### config.mk
export PLATFORM = sky130hd
export DESIGN_NAME = gb_loader_flat
export DESIGN_NICKNAME = d
export VERILOG_FILES = /design/src/rtl/gb_loader_if.sv /design/src/rtl/gb_loader.sv /design/src/flat_wrapper.sv
export SDC_FILE = /design/constraint.sdc
export NUM_CORES = 1
export LEC_CHECK = 0
export BUFFER_PORTS_ARGS = -buffer_cell sky130_fd_sc_hd__buf_4
export CAP_MARGIN = 20
export CORE_AREA = 2 2 95 97
export DETAILED_ROUTE_END_ITERATION = 16
export DIE_AREA = 0 0 97 99
export GPL_TIMING_DRIVEN = 1
export PLACE_DENSITY_LB_ADDON = 0.1
export SYNTH_ARGS = -nofsm -noshare
export SYNTH_HDL_FRONTEND = slang
export SYNTH_SLANG_ARGS = --single-unit
### constraint.sdc
create_clock -name clk -period 4.2 [get_ports clk]
set_input_delay 0.42 -clock clk [delete_from_list [all_inputs] [get_ports clk]]
set_output_delay 0.42 -clock clk [all_outputs]
set_load 0.03 [all_outputs]
### src/rtl/gb_loader_if.sv
// -----------------------------------------------------------------------------
// gb_loader_if
// Bundles the two streams the loader sits between:
//   memory read stream : mem_valid / mem_data in, mem_ready out
//   GB write port      : write_mem_to_GB / addr_write / data_in_mem out,
//                        done_GB in
// Modports:
//   master - the loader side (drives mem_ready and the GB write port)
//   slave  - the memory + GB side (drives mem_valid, mem_data, done_GB)
// -----------------------------------------------------------------------------
interface gb_loader_if #(
    parameter int DATA_W = 64,
    parameter int ADDR_W = 11
);
    logic              mem_valid;
    logic [DATA_W-1:0] mem_data;
    logic              mem_ready;
    logic              write_mem_to_GB;
    logic [ADDR_W-1:0] addr_write;
    logic [DATA_W-1:0] data_in_mem;
    logic              done_GB;

    modport master (
        input  mem_valid,
        input  mem_data,
        input  done_GB,
        output mem_ready,
        output write_mem_to_GB,
        output addr_write,
        output data_in_mem
    );

    modport slave (
        output mem_valid,
        output mem_data,
        output done_GB,
        input  mem_ready,
        input  write_mem_to_GB,
        input  addr_write,
        input  data_in_mem
    );
endinterface

### src/rtl/gb_loader.sv
// -----------------------------------------------------------------------------
// gb_loader
// Fill engine for the global buffer. A load command (base address + word
// count) pulls 64-bit words from the memory read stream one at a time and
// writes each into the GB through its write-from-memory port, holding the
// write enable until the GB reports done_GB.
//
// Ports:
//   clk, rst_n          clock (rising edge), async active-low reset
//   start               command strobe, only looked at in IDLE
//   base_addr, len      first GB address and word count (0..512)
//   busy                high while a command is in progress
//   done                one-cycle pulse at the end of every load
//   err                 sticky watchdog flag, cleared by the next command
//   bus (master)        memory read stream + GB write port
//
// Optional feature: define GB_LOADER_TIMEOUT_EN to add a watchdog that
// abandons the load when the GB does not answer within TIMEOUT+1 WRITE
// cycles. Without it err is constant 0 and WRITE waits indefinitely.
//
// state   | meaning
// --------+-------------------------------------------------------------
// S_IDLE  | waiting for start
// S_FETCH | mem_ready high, waiting for a memory word
// S_WRITE | write_mem_to_GB high, waiting for done_GB
// S_FIN   | done pulse, back to IDLE next cycle
// -----------------------------------------------------------------------------
module gb_loader #(
    parameter int DATA_W  = 64,
    parameter int ADDR_W  = 11,
    parameter int DEPTH   = 512,
    parameter int TIMEOUT = 15
) (
    input  logic              clk,
    input  logic              rst_n,
    input  logic              start,
    input  logic [ADDR_W-1:0] base_addr,
    input  logic [9:0]        len,
    output logic              busy,
    output logic              done,
    output logic              err,
    gb_loader_if.master       bus
);

    // DEPTH is a power of two; masking keeps the address inside the GB and
    // forces the bits above it (10:9) to zero.
    localparam logic [ADDR_W-1:0] ADDR_MASK = ADDR_W'(DEPTH - 1);

    typedef enum logic [1:0] {
        S_IDLE  = 2'd0,
        S_FETCH = 2'd1,
        S_WRITE = 2'd2,
        S_FIN   = 2'd3
    } state_t;

    state_t            r_state;
    state_t            w_next;
    logic [ADDR_W-1:0] r_addr;
    logic [9:0]        r_rem;
    logic [DATA_W-1:0] r_data;

    logic w_accept;
    logic w_take;
    logic w_commit;
    logic w_timeout;

`ifdef GB_LOADER_TIMEOUT_EN
    localparam logic [3:0] WDOG_LAST = 4'(TIMEOUT);

    logic [3:0] r_wdog;
    logic       r_err;

    // r_wdog holds the number of WRITE cycles already elapsed; the cycle in
    // which it equals TIMEOUT is the (TIMEOUT+1)-th WRITE cycle.
    assign w_timeout = (r_state == S_WRITE) && !bus.done_GB && (r_wdog == WDOG_LAST);

    always_ff @(posedge clk or negedge rst_n) begin
        if (!rst_n) begin
            r_wdog <= '0;
            r_err  <= 1'b0;
        end else begin
            if (r_state == S_WRITE) begin
                r_wdog <= r_wdog + 4'd1;
            end else begin
                r_wdog <= '0;
            end
            if (w_accept) begin
                r_err <= 1'b0;
            end else if (w_timeout) begin
                r_err <= 1'b1;
            end
        end
    end

    assign err = r_err;
`else
    assign w_timeout = 1'b0;
    assign err       = 1'b0;
`endif

    always_ff @(posedge clk or negedge rst_n) begin
        if (!rst_n) begin
            r_state <= S_IDLE;
        end else begin
            r_state <= w_next;
        end
    end

    always_comb begin
        w_next   = r_state;
        w_accept = 1'b0;
        w_take   = 1'b0;
        w_commit = 1'b0;
        case (r_state)
            S_IDLE: begin
                if (start) begin
                    w_accept = 1'b1;
                    w_next   = (len == 10'd0) ? S_FIN : S_FETCH;
                end
            end
            S_FETCH: begin
                if (bus.mem_valid) begin
                    w_take = 1'b1;
                    w_next = S_WRITE;
                end
            end
            S_WRITE: begin
                if (bus.done_GB) begin
                    w_commit = 1'b1;
                    w_next   = (r_rem == 10'd1) ? S_FIN : S_FETCH;
                end else if (w_timeout) begin
                    w_next = S_FIN;
                end
            end
            S_FIN: begin
                w_next = S_IDLE;
            end
            default: begin
                w_next = S_IDLE;
            end
        endcase
    end

    always_ff @(posedge clk or negedge rst_n) begin
        if (!rst_n) begin
            r_addr <= '0;
            r_rem  <= '0;
            r_data <= '0;
        end else begin
            if (w_accept) begin
                r_addr <= base_addr & ADDR_MASK;
                r_rem  <= len;
            end
            if (w_take) begin
                r_data <= bus.mem_data;
            end
            if (w_commit) begin
                r_rem  <= r_rem - 10'd1;
                r_addr <= (r_addr + ADDR_W'(1)) & ADDR_MASK;
            end
        end
    end

    // Write enable drops in FETCH so the GB counter restarts for every word.
    assign bus.mem_ready       = (r_state == S_FETCH);
    assign bus.write_mem_to_GB = (r_state == S_WRITE);
    assign bus.addr_write      = r_addr;
    assign bus.data_in_mem     = r_data;
    assign busy                = (r_state != S_IDLE);
    assign done                = (r_state == S_FIN);

endmodule

### src/flat_wrapper.sv
// flat-port wrapper written by rule: the top's interface ports become plain ports
module gb_loader_flat 
#(
    parameter int DATA_W  = 64,
    parameter int ADDR_W  = 11,
    parameter int DEPTH   = 512,
    parameter int TIMEOUT = 15
)
  (clk, rst_n, start, base_addr, len, busy, done, err, bus_mem_valid, bus_mem_data, bus_done_GB, bus_mem_ready, bus_write_mem_to_GB, bus_addr_write, bus_data_in_mem);
  gb_loader_if #(.DATA_W(DATA_W), .ADDR_W(ADDR_W)) bus_i ();
  input  logic clk;
  input  logic rst_n;
  input  logic start;
  input  logic [ADDR_W-1:0] base_addr;
  input  logic [9:0] len;
  output logic busy;
  output logic done;
  output logic err;
  input wire logic [$bits(bus_i.mem_valid)-1:0] bus_mem_valid;
  input wire logic [$bits(bus_i.mem_data)-1:0] bus_mem_data;
  input wire logic [$bits(bus_i.done_GB)-1:0] bus_done_GB;
  output wire logic [$bits(bus_i.mem_ready)-1:0] bus_mem_ready;
  output wire logic [$bits(bus_i.write_mem_to_GB)-1:0] bus_write_mem_to_GB;
  output wire logic [$bits(bus_i.addr_write)-1:0] bus_addr_write;
  output wire logic [$bits(bus_i.data_in_mem)-1:0] bus_data_in_mem;
  assign bus_i.mem_valid = bus_mem_valid;
  assign bus_i.mem_data = bus_mem_data;
  assign bus_i.done_GB = bus_done_GB;
  assign bus_mem_ready = bus_i.mem_ready;
  assign bus_write_mem_to_GB = bus_i.write_mem_to_GB;
  assign bus_addr_write = bus_i.addr_write;
  assign bus_data_in_mem = bus_i.data_in_mem;
  gb_loader #(.DATA_W(DATA_W), .ADDR_W(ADDR_W), .DEPTH(DEPTH), .TIMEOUT(TIMEOUT)) u_core (.clk(clk), .rst_n(rst_n), .start(start), .base_addr(base_addr), .len(len), .busy(busy), .done(done), .err(err), .bus(bus_i));
endmodule
After elaboration in Yosys (flattened, before gate mapping)
Cells that the tools add are included.
{"block": "totals", "inputBits": 90, "reg_bits": 87, "elab_cells": 34, "output_inout_bits": 80}
{"block": "op_classes", "reduce_logical": 5, "n_eq_ne": 7, "n_mux": 16, "n_addsub": 2}
{"op": "$mux 11", "n": 2}
{"op": "$mux 10", "n": 2}
{"op": "$eq 10x1->1 const B", "n": 1}
{"op": "$logic_not 10->1", "n": 1}
{"op": "$mux 2", "n": 5}
{"op": "$sub 10x1->10 const B", "n": 1}
{"op": "$add 9x1->9 const B", "n": 1}
{"op": "$pmux 2 s4", "n": 1}
{"op": "$mux 1", "n": 6}
{"op": "$ne 2x2->1 const B", "n": 3}
{"op": "$eq 2x2->1 const B", "n": 2}
{"op": "$reduce_bool 2->1", "n": 2}
{"op": "$reduce_and 3->1", "n": 1}
{"op": "$eq 2x1->1 const B", "n": 1}
{"op": "$logic_not 2->1", "n": 1}

Longest topological paths before layout
Gate-level depths: netlist of run 1.
{"block": "depth", "depth_word": 4, "mapped_depth": 6, "ltp_nobuf": 5}

Worst setup path before layout of run 1
No wires, ideal clock.
{"block": "synth_timing", "path_type": "register to register", "start": "register u_core.r_state[1]", "end": "register u_core.r_data[46] (netlist: u_core.bus.data_in_mem[46])", "required_time_ns": 4.072, "arrival_ns": 1.436, "period_less_slack_ns": 1.563, "slack_ns": 2.637, "path_buffers": 2, "stages_incl_launch_ff": 7, "setup_time_ns": 0.128, "path_cell_list": "dfrtp_1 > buf_2 > nand2b_1 > inv_2 > nand2_2 > buf_2 > mux2_1"}
{"block": "synth_via", "elab_chain_len": 2}
{"element": "start: declaration", "line": "gb_loader.sv:56", "text": "state_t r_state;"}
{"element": "start signal: assignment", "line": "gb_loader.sv:105", "text": "r_state <= w_next;"}
{"element": "$eq 2x1->1"}
{"element": "via bus_mem_ready", "line": "flat_wrapper.sv:22", "text": "output wire logic [$bits(bus_i.mem_ready)-1:0] bus_mem_ready;"}
{"element": "$mux 1", "line": "gb_loader.sv:114", "text": "case (r_state)"}
{"element": "end signal: assignment", "line": "gb_loader.sv:155", "text": "r_data <= bus.mem_data;"}
{"element": "end: declaration", "line": "gb_loader.sv:60", "text": "logic [DATA_W-1:0] r_data;"}
The timed path passes the listed nets, and every way through them passes these cells.
A chain may end at the register's enable or synchronous reset.

Worst setup path in the final report of run 1
{"block": "layout_timing", "start": "register u_core.r_state[1]", "end": "register u_core.r_data[50] (netlist: u_core.bus.data_in_mem[50])"}
{"block": "layout_via", "elab_chain_len": 2}
{"element": "$eq 2x1->1", "line": "gb_loader.sv:114"}
{"element": "$mux 1", "line": "gb_loader.sv:114"}
No other way between the ends.

==> impl_metrics.json, run 1 <==
{
  "path_delay_family": "buffers and inverters",
  "htree_num_levels": 3,
  "status": "complete, no violations",
  "cp-start-kind": "flop",
  "path_cells": "nand2b_1 > inv_2 > nand2_2 > buf_4 > mux2_2",
  "cap_viol_max_count": 0,
  "final.fill_count": 729,
  "post_cts_buffers": 0,
  "critical_path.max_fanout": 62,
  "fin_area_sq_um": 5110,
  "max_freq_mhz": 485,
  "syn_avg_cell_area_sq_um": 13.1,
  "synthCells": 278,
  "ys_ff_latch": 85,
  "final_cells": 553,
  "endpoint_kind": "flop",
  "dpl_worst_slack_ns": 2.13,
  "hpwl_microns": 6190,
  "hp-class": "in2async",
  "reg2reg_depth": 5,
  "detail_route.wl_per_cell_microns": 15.3,
  "rsz0062_at_grt": "false",
  "syn2layout_area_growth_pct": 40.6,
  "clock_latency_ns": 0.34,
  "setup_viol": 0,
  "clockRootBuffer": "clkbuf_8",
  "setup_slack_ns": 2.14,
  "dieArea_sq_um": 9600,
  "routed-via-count": 2802,
  "die_width_microns": 97,
  "place.gp.congestion": 0.857,
  "tns_ns": 0,
  "peakVddDrop_uv": 371,
  "layout_commonest_cell": "buf_4",
  "grt_overflow": 0,
  "postPlaceCellArea_sq_um": 4930,
  "power_per_cell_area_nw_per_um2": 848,
  "syn_area_sq_um": 3630,
  "synth-edff-count": 0,
  "synth_warnings": 0,
  "cts_tree": "done",
  "row_count": 34,
  "cp.depth": 5,
  "slew_viol_final": 0,
  "fin_hold_ws_ns": 0.100,
  "worstMarginPinSlew_ns": 0.793,
  "place_inst": 538,
  "numCtsBuffers": 9,
  "ant_nets": 0,
  "synth-seq-area-share_pct": 58.5,
  "grt_max_degree": 63,
  "die_y_microns": 99,
  "cpPeakStageDelay_ns": 0.63,
  "layout_worst_path_cycle_share_pct": 49.1,
  "antenna_found_initial": 0,
  "worstPathRequired_ns": 4.44,
  "routed_wl_microns": 8470,
  "viasPerCell": 5.07,
  "cts_buffer_depth": 2,
  "power.total_mw": 4.33,
  "crit_buf_inv": 2,
  "grt_pass1_wl_microns": 13800,
  "final_util_pct": 59.8,
  "n_antenna_cell": 0,
  "io_buffers": 164,
  "ctsHoldBuffers": 0,
  "grtUsageTotal_pct": 17.9,
  "clkSinkCount": 85,
  "mostFrequentLayoutCells": "166 x buf_4, 85 x dfrtp_1, 59 x mux2_2, 18 x nor2_1, 13 x nand2_1",
  "final_hold_viol_count": 0,
  "io_pins": 170,
  "skew_ns": 0.00607,
  "coreArea_sq_um": 8550,
  "synth-main-ff-cell": "dfrtp_1",
  "fin_crit_ns": 2.06,
  "cp_slowest_cell": "buf_4",
  "relSlewSlack_pct": 47.1,
  "drive_above_1_share_pct": 55.7,
  "start_util_pct": 42.5,
  "dr.pass1.iters": 4,
  "nets": 534,
  "synth-async-reset-ratio_pct": 100,
  "worstPathArrival_ns": 2.30,
  "critPathKind": "reg2reg",
  "detail_route.iter0.violations": 68,
  "cts_resized": 0,
  "clkTransAtPathRegs_ns": 0.08,
  "drcViolationCount": 0,
  "p_leak_nw": 2.43,
  "yosysUniqueCellTypes": 45,
  "grt_pass1_vias": 2701
}
-- worst reg2reg max path: stages (launching register included) --
cell,delay (ns)
dfrtp_1,0.52
nand2b_1,0.19
inv_2,0.06
nand2_2,0.10
buf_4,0.63
mux2_2,0.46
-- Yosys cell counts, types with 2 or more instances --
master	n	area (sq um)
nand2b_1	2	12.5
a31oi_1	2	12.5
nor3_1	9	45.0
buf_4	4	30.0
a221o_1	2	20.0
dfrtp_1	85	2130
nand2_1	13	48.8
a21oi_1	6	30.0
nand3_1	9	45.0
o21ai_0	5	25.0
mux2_2	59	664
buf_2	11	55.1
nor4_1	2	12.5
a211oi_1	6	45.0
a22oi_1	2	15.0
mux2_1	5	56.3
nor2_1	18	67.6
mux2i_1	2	20.0
ha_1	3	37.5
o211ai_1	3	22.5
o311ai_1	2	17.5
inv_1	3	11.3
a311oi_1	3	26.3
-- per-layer routing --
metal | GRT usage (%) | up-vias | part of all wire (%)
li1 | - | 1322 | -
met1 | 24.0 | 1356 | 45
met2 | 27.8 | 109 | 47
met3 | 4.96 | 15 | 6.1
met4 | 7.26 | 0 | 2.2
met5 | 0 | - | 0
-- layout make-up --
class                      count  area (sq um)  area share [%]
multi-input combinational    175          1400            27.5
clock inverter                 3          18.8           0.367
clock buffer                  12           165            3.23
inverter                       4          15.0           0.294
tap                          108           135            2.64
timing repair buffer         166          1250            24.4
sequential                    85          2130            41.6
-- sequential cells by signal (all words and copies together), names as in the netlist --
register / cells
u_core.r_rem: 10
u_core.bus.addr_write: 9
u_core.bus.data_in_mem: 64
u_core.r_state: 2
-- kinds of logic after synthesis --
kind of cell	share of synthesized area, %
AOI/OAI and AO/OA	7.13
adders and majority gates	1.03
buffers and inverters	3.06
DFF	58.5
muxes	20.4
other	0.103
and+or+nand+nor	9.78
-- path summary, 6_finish.rpt --
| check | from | end | slack, ns |
|---|---|---|---|
| worst max register to register | u_core.r_state[1] | u_core.bus.data_in_mem[50] | 2.14 |
| min in group clk | bus_mem_valid | u_core.r_state[0] | 0.28 |
| worst max-delay path | u_core.r_state[1] | u_core.bus.data_in_mem[50] | 2.14 |
| worst min register to register | u_core.bus.data_in_mem[10] | u_core.bus.data_in_mem[10] | 0.50 |
| max in group asynchronous | rst_n | u_core.bus.data_in_mem[6] | 3.21 |
| worst min-delay path | rst_n | u_core.bus.data_in_mem[41] | 0.1 |
-- report_power, final --
group	total [mW]	internal, mW	switching, mW	leakage [nW]
clock network	0.547	0.261	0.286	0.0986
registers	1.51	1.23	0.272	1.00
logic	2.28	0.969	1.31	1.33
(Power assumes the default switching activity.)
==> inputs of run 2 (changes only) <==
==> constraint.sdc (replaced) <==
create_clock -name clk -period 2 [get_ports clk]
set_input_delay 0.2 -clock clk [delete_from_list [all_inputs] [get_ports clk]]
set_output_delay 0.2 -clock clk [all_outputs]
set_load 0.03 [all_outputs]
==> impl_metrics.json, run 2 (synthesized netlist as in run 1, its figures left out) <==
{
  "place.gp.congestion": 0.864,
  "peakVddDrop_uv": 938,
  "antenna_found_initial": 0,
  "clockRootBuffer": "clkbuf_8",
  "nets": 540,
  "grt_max_degree": 63,
  "critPathKind": "reg2reg",
  "detail_route.wl_per_cell_microns": 16.0,
  "drcViolationCount": 0,
  "cp-start-kind": "flop",
  "slew_viol_final": 0,
  "n_antenna_cell": 0,
  "cap_viol_max_count": 0,
  "rrSetupSlack_ns": 0.20,
  "p_leak_nw": 2.46,
  "status": "complete, no violations",
  "htree_num_levels": 3,
  "layout_worst_path_cycle_share_pct": 89.9,
  "ant_nets": 0,
  "cp_common_cell": "nor3_1",
  "worstPathRequired_ns": 2.25,
  "path_cells": "nand3b_1 > nor3_1 > a211oi_1 > nor3_1",
  "hp-class": "in2reg",
  "numCtsBuffers": 9,
  "busiest_layer": "met2",
  "grt_overflow": 0,
  "io_buffers": 164,
  "skew_ns": 0.0155,
  "tns_ns": 0,
  "power_per_cell_area_nw_per_um2": 1790,
  "detail_route.iter0.violations": 63,
  "cp_slowest_cell": "dfrtp_1",
  "setup_viol": 0,
  "critical_path.max_fanout": 11,
  "cts_tree": "done",
  "clkTransAtPathRegs_ns": 0.09,
  "final_hold_viol_count": 0,
  "cpPeakStageDelay_ns": 0.49,
  "routed_wl_microns": 8960,
  "post_cts_buffers": 0,
  "endpoint_kind": "flop",
  "path_delay_family": "simple AND/OR/NAND/NOR gates",
  "place_inst": 543,
  "cts_buffer_depth": 2,
  "grt_pass1_vias": 2953,
  "grtUsageMet2_pct": 31.0,
  "grtUsageTotal_pct": 19.1,
  "layout_commonest_cell": "buf_4",
  "clock_latency_ns": 0.35,
  "mostFrequentLayoutCells": "169 x buf_4, 85 x dfrtp_1, 59 x mux2_2, 18 x nor2_1, 13 x nand2_1",
  "largest_reg_flops": 64,
  "die_y_microns": 99,
  "io_pins": 170,
  "dr.pass1.iters": 4,
  "clkSinkCount": 85,
  "start_util_pct": 42.5,
  "final.fill_count": 691,
  "met3_usage_pct": 5.96,
  "setup_slack_ns": 0.202,
  "final_cells": 560,
  "met1_usage_pct": 24.7,
  "power.total_mw": 9.26,
  "routed-via-count": 2881,
  "dieArea_sq_um": 9600,
  "worstMarginPinSlew_ns": 0.516,
  "hpwl_microns": 6550,
  "fin_crit_ns": 1.80,
  "rsz0062_at_grt": "false",
  "viasPerCell": 5.14,
  "die_width_microns": 97,
  "grt_pass1_wl_microns": 14700,
  "drive_above_1_share_pct": 55.8,
  "row_count": 34,
  "coreArea_sq_um": 8550,
  "dpl_worst_slack_ns": 0.267,
  "worstPathArrival_ns": 2.05,
  "relSlewSlack_pct": 65.6,
  "max_freq_mhz": 556,
  "syn2layout_area_growth_pct": 42.8,
  "crit_buf_inv": 0
}
[run 2: changes by cell type in the layout (fill, tap and decap cells not counted), sizes merged]
cell         before  now
clkbuf           12   11
dlygate4sd3       0    1
clkinv            2    1
buf             166  171
bufinv            0    1
clkinvlp          0    2
[run 2: stage by stage]
step | hold slack (ns) | utilization (%) | instance area, sq um
finish | 0.0521 | 60.7 | 5190
global route | 0.0433 | 60.7 | 5190
CTS | 0.0404 | 60.7 | 5190
detailed placement | 0.118 | 58.4 | 4990
global placement | 0.119 | 58.4 | 4990
floorplan | -0.0956 | - | 3640
[run 2: where the power goes]
part | total, mW | internal (mW) | switching (mW)
clock network | 1.20 | 0.581 | 0.620
logic | 4.89 | 2.09 | 2.80
registers | 3.18 | 2.59 | 0.586
total | 9.26 | 5.26 | 4.00
[run 2: worst reg2reg max path: cells and delay by family, from the launching register on]
kind	cells	cell delay (ns)
flops	1	0.49
simple gates	3	1.07
compound gates	1	0.14
[run 2: metal layers]
metal	vias to the layer above	routed length, microns
li1	1339	-
met3	13	621
met1	1406	3750
met4	0	144
met5	-	0
met2	123	4450
[run 2: repair_timing]
action / in CTS / in global routing
setup endpoints to repair: 0 / 0
resized for setup: 0 / 0
hold buffers: 1 / 0
endpoints found under the hold margin: 23 / 0
[run 2: final timing paths]
path	from	endpoint	depth (start not counted)
setup / recovery	u_core.r_state[0]	u_core.r_rem[5]	4
hold / removal	bus_mem_data[47]	u_core.bus.data_in_mem[47]	2
setup reg to reg	u_core.r_state[0]	u_core.r_rem[5]	4
hold reg to reg	u_core.bus.data_in_mem[10]	u_core.bus.data_in_mem[10]	1
max in group asynchronous	rst_n	u_core.r_rem[5]	3
min in group asynchronous	rst_n	u_core.bus.data_in_mem[41]	2
[run 2: final cells by class]
| type | instances | area [sq um] | area share [%] |
|---|---|---|---|
| flip-flops and latches | 85 | 2130 | 41.0 |
| multi-input cells | 175 | 1400 | 27.0 |
| repair buffers | 172 | 1320 | 25.4 |
| well taps | 108 | 135 | 2.60 |
| clock buffers | 11 | 131 | 2.53 |
| clock inverters | 5 | 58.8 | 1.13 |
| inverters | 4 | 15.0 | 0.289 |
==> inputs of run 3 (changes only) <==
--- a/config.mk
+++ b/config.mk
@@ -7,9 +7,9 @@
 export LEC_CHECK = 0
 export BUFFER_PORTS_ARGS = -buffer_cell sky130_fd_sc_hd__buf_4
 export CAP_MARGIN = 20
-export CORE_AREA = 2 2 95 97
+export CORE_AREA = 2 2 79 118
 export DETAILED_ROUTE_END_ITERATION = 16
-export DIE_AREA = 0 0 97 99
+export DIE_AREA = 0 0 81 120
 export GPL_TIMING_DRIVEN = 1
 export PLACE_DENSITY_LB_ADDON = 0.1
 export SYNTH_ARGS = -nofsm -noshare
==> impl_metrics.json, run 3 (synthesized netlist as in run 1, its figures left out) <==
{
  "status": "complete, no violations",
  "start_util_pct": 41.7,
  "dieArea_sq_um": 9720,
  "met1_usage_pct": 22.1,
  "worstPathArrival_ns": 1.94,
  "rsz0062_at_grt": "false",
  "numCtsBuffers": 9,
  "fin_crit_ns": 1.70,
  "fin_hold_ws_ns": 0.0819,
  "clkSinkCount": 85,
  "routed-via-count": 2831,
  "antenna_found_initial": 0,
  "grtUsageTotal_pct": 18.7,
  "drcViolationCount": 0,
  "worstPathRequired_ns": 2.23,
  "final-seq-area_sq_um": 2130,
  "worstMarginPinSlew_ns": 0.554,
  "cp-start-kind": "flop",
  "post_cts_buffers": 0,
  "power.total_mw": 9.72,
  "layout_worst_path_cycle_share_pct": 85.2,
  "dr.pass1.iters": 4,
  "multiInputGateArea_sq_um": 1400,
  "critical_path.max_fanout": 13,
  "cts_resized": 0,
  "place.gp.congestion": 0.848,
  "grt_max_degree": 65,
  "relSlewSlack_pct": 63.1,
  "endpoint_kind": "flop",
  "hp-class": "in2reg",
  "largest_reg_flops": 64,
  "p_leak_nw": 2.53,
  "tns_ns": 0,
  "postPlaceCellArea_sq_um": 5010,
  "fin_area_sq_um": 5320,
  "die_width_microns": 81,
  "grtUsageMet2_pct": 32.1,
  "met3_usage_pct": 4.06,
  "critPathLaunch": "u_core.r_state[0]",
  "n_antenna_cell": 0,
  "mostFrequentLayoutCells": "172 x buf_4, 85 x dfrtp_1, 59 x mux2_2, 18 x nor2_1, 13 x nand2_1",
  "clock_latency_ns": 0.33,
  "ctsHoldBuffers": 1,
  "coreArea_sq_um": 8720,
  "busiest_layer": "met2",
  "hpwl_microns": 6700,
  "final.fill_count": 759,
  "drive_above_1_share_pct": 56.0,
  "cts_buffer_depth": 2,
  "slew_viol_final": 0,
  "max_freq_mhz": 587,
  "setup_viol": 0,
  "ant_nets": 0,
  "grt_pass1_vias": 2805,
  "grt_overflow": 0,
  "clockRootBuffer": "clkbuf_16",
  "htree_num_levels": 3,
  "nets": 543,
  "grt_pass1_wl_microns": 13800,
  "io_pins": 170,
  "routed_wl_microns": 8830,
  "r2r-start": "u_core.r_state[0]",
  "row_count": 42,
  "syn2layout_area_growth_pct": 46.3,
  "hold_path.startpoint": "base_addr[3]",
  "final_hold_viol_count": 0,
  "die_y_microns": 120,
  "power_per_cell_area_nw_per_um2": 1830,
  "layout_commonest_cell": "buf_4",
  "detail_route.wl_per_cell_microns": 15.6,
  "critPathKind": "reg2reg",
  "detail_route.iter0.violations": 136,
  "peakVddDrop_uv": 908,
  "skew_ns": 0.00742,
  "clkTransAtPathRegs_ns": 0.06,
  "cts_tree": "done",
  "viasPerCell": 5.01,
  "cap_viol_max_count": 0,
  "io_buffers": 164
}
run 3: path summary, 6_finish.rpt:
check,endpoint,depth (start not counted),slack [ns]
max reg2reg,u_core.bus.addr_write[6],4,0.30
min reg2reg,u_core.bus.data_in_mem[45],1,0.49
max in group asynchronous,u_core.r_rem[6],3,0.97
min,u_core.bus.addr_write[3],2,0.08
min in group asynchronous,u_core.bus.data_in_mem[42],2,0.40
max,u_core.bus.addr_write[6],4,0.30
run 3: routing by layer:
metal	share of wire [%]	wire, microns	up-vias
li1	-	-	1350
met1	38	3350	1350
met2	52	4610	115
met3	7.4	655	16
met4	2.3	205	0
met5	0	0	-
run 3: worst max-delay path, stage by stage (launching register included):
cell      delay, ns
dfrtp_1        0.48
or3b_1         0.62
nand2_1        0.24
a21oi_1        0.09
a211oi_1       0.19
run 3: where the power goes:
group | internal, mW | leakage, nW | switching (mW) | total (mW)
Combinational | 2.12 | 1.39 | 2.81 | 4.93
Sequential | 2.60 | 1.00 | 0.562 | 3.16
Clock | 0.998 | 0.143 | 0.625 | 1.62
run 3: final cells by class:
| cell class | count | area share, % |
|---|---|---|
| multi-input combinational | 175 | 26.4 |
| sequential | 85 | 40.0 |
| inverter | 4 | 0.282 |
| clock buffer | 12 | 4.63 |
| clock inverter | 4 | 0.894 |
| tap | 110 | 2.59 |
| timing repair buffer | 175 | 25.2 |
run 3: per-stage QoR:
stage	instances	utilization, %	worst slack, ns
final	565	61.0	0.296
after detailed placement	548	57.5	0.309
after CTS	565	61.0	0.287
after global routing	565	61.0	0.104
after floorplan	280	-	0.437
after global placement	548	57.5	0.315
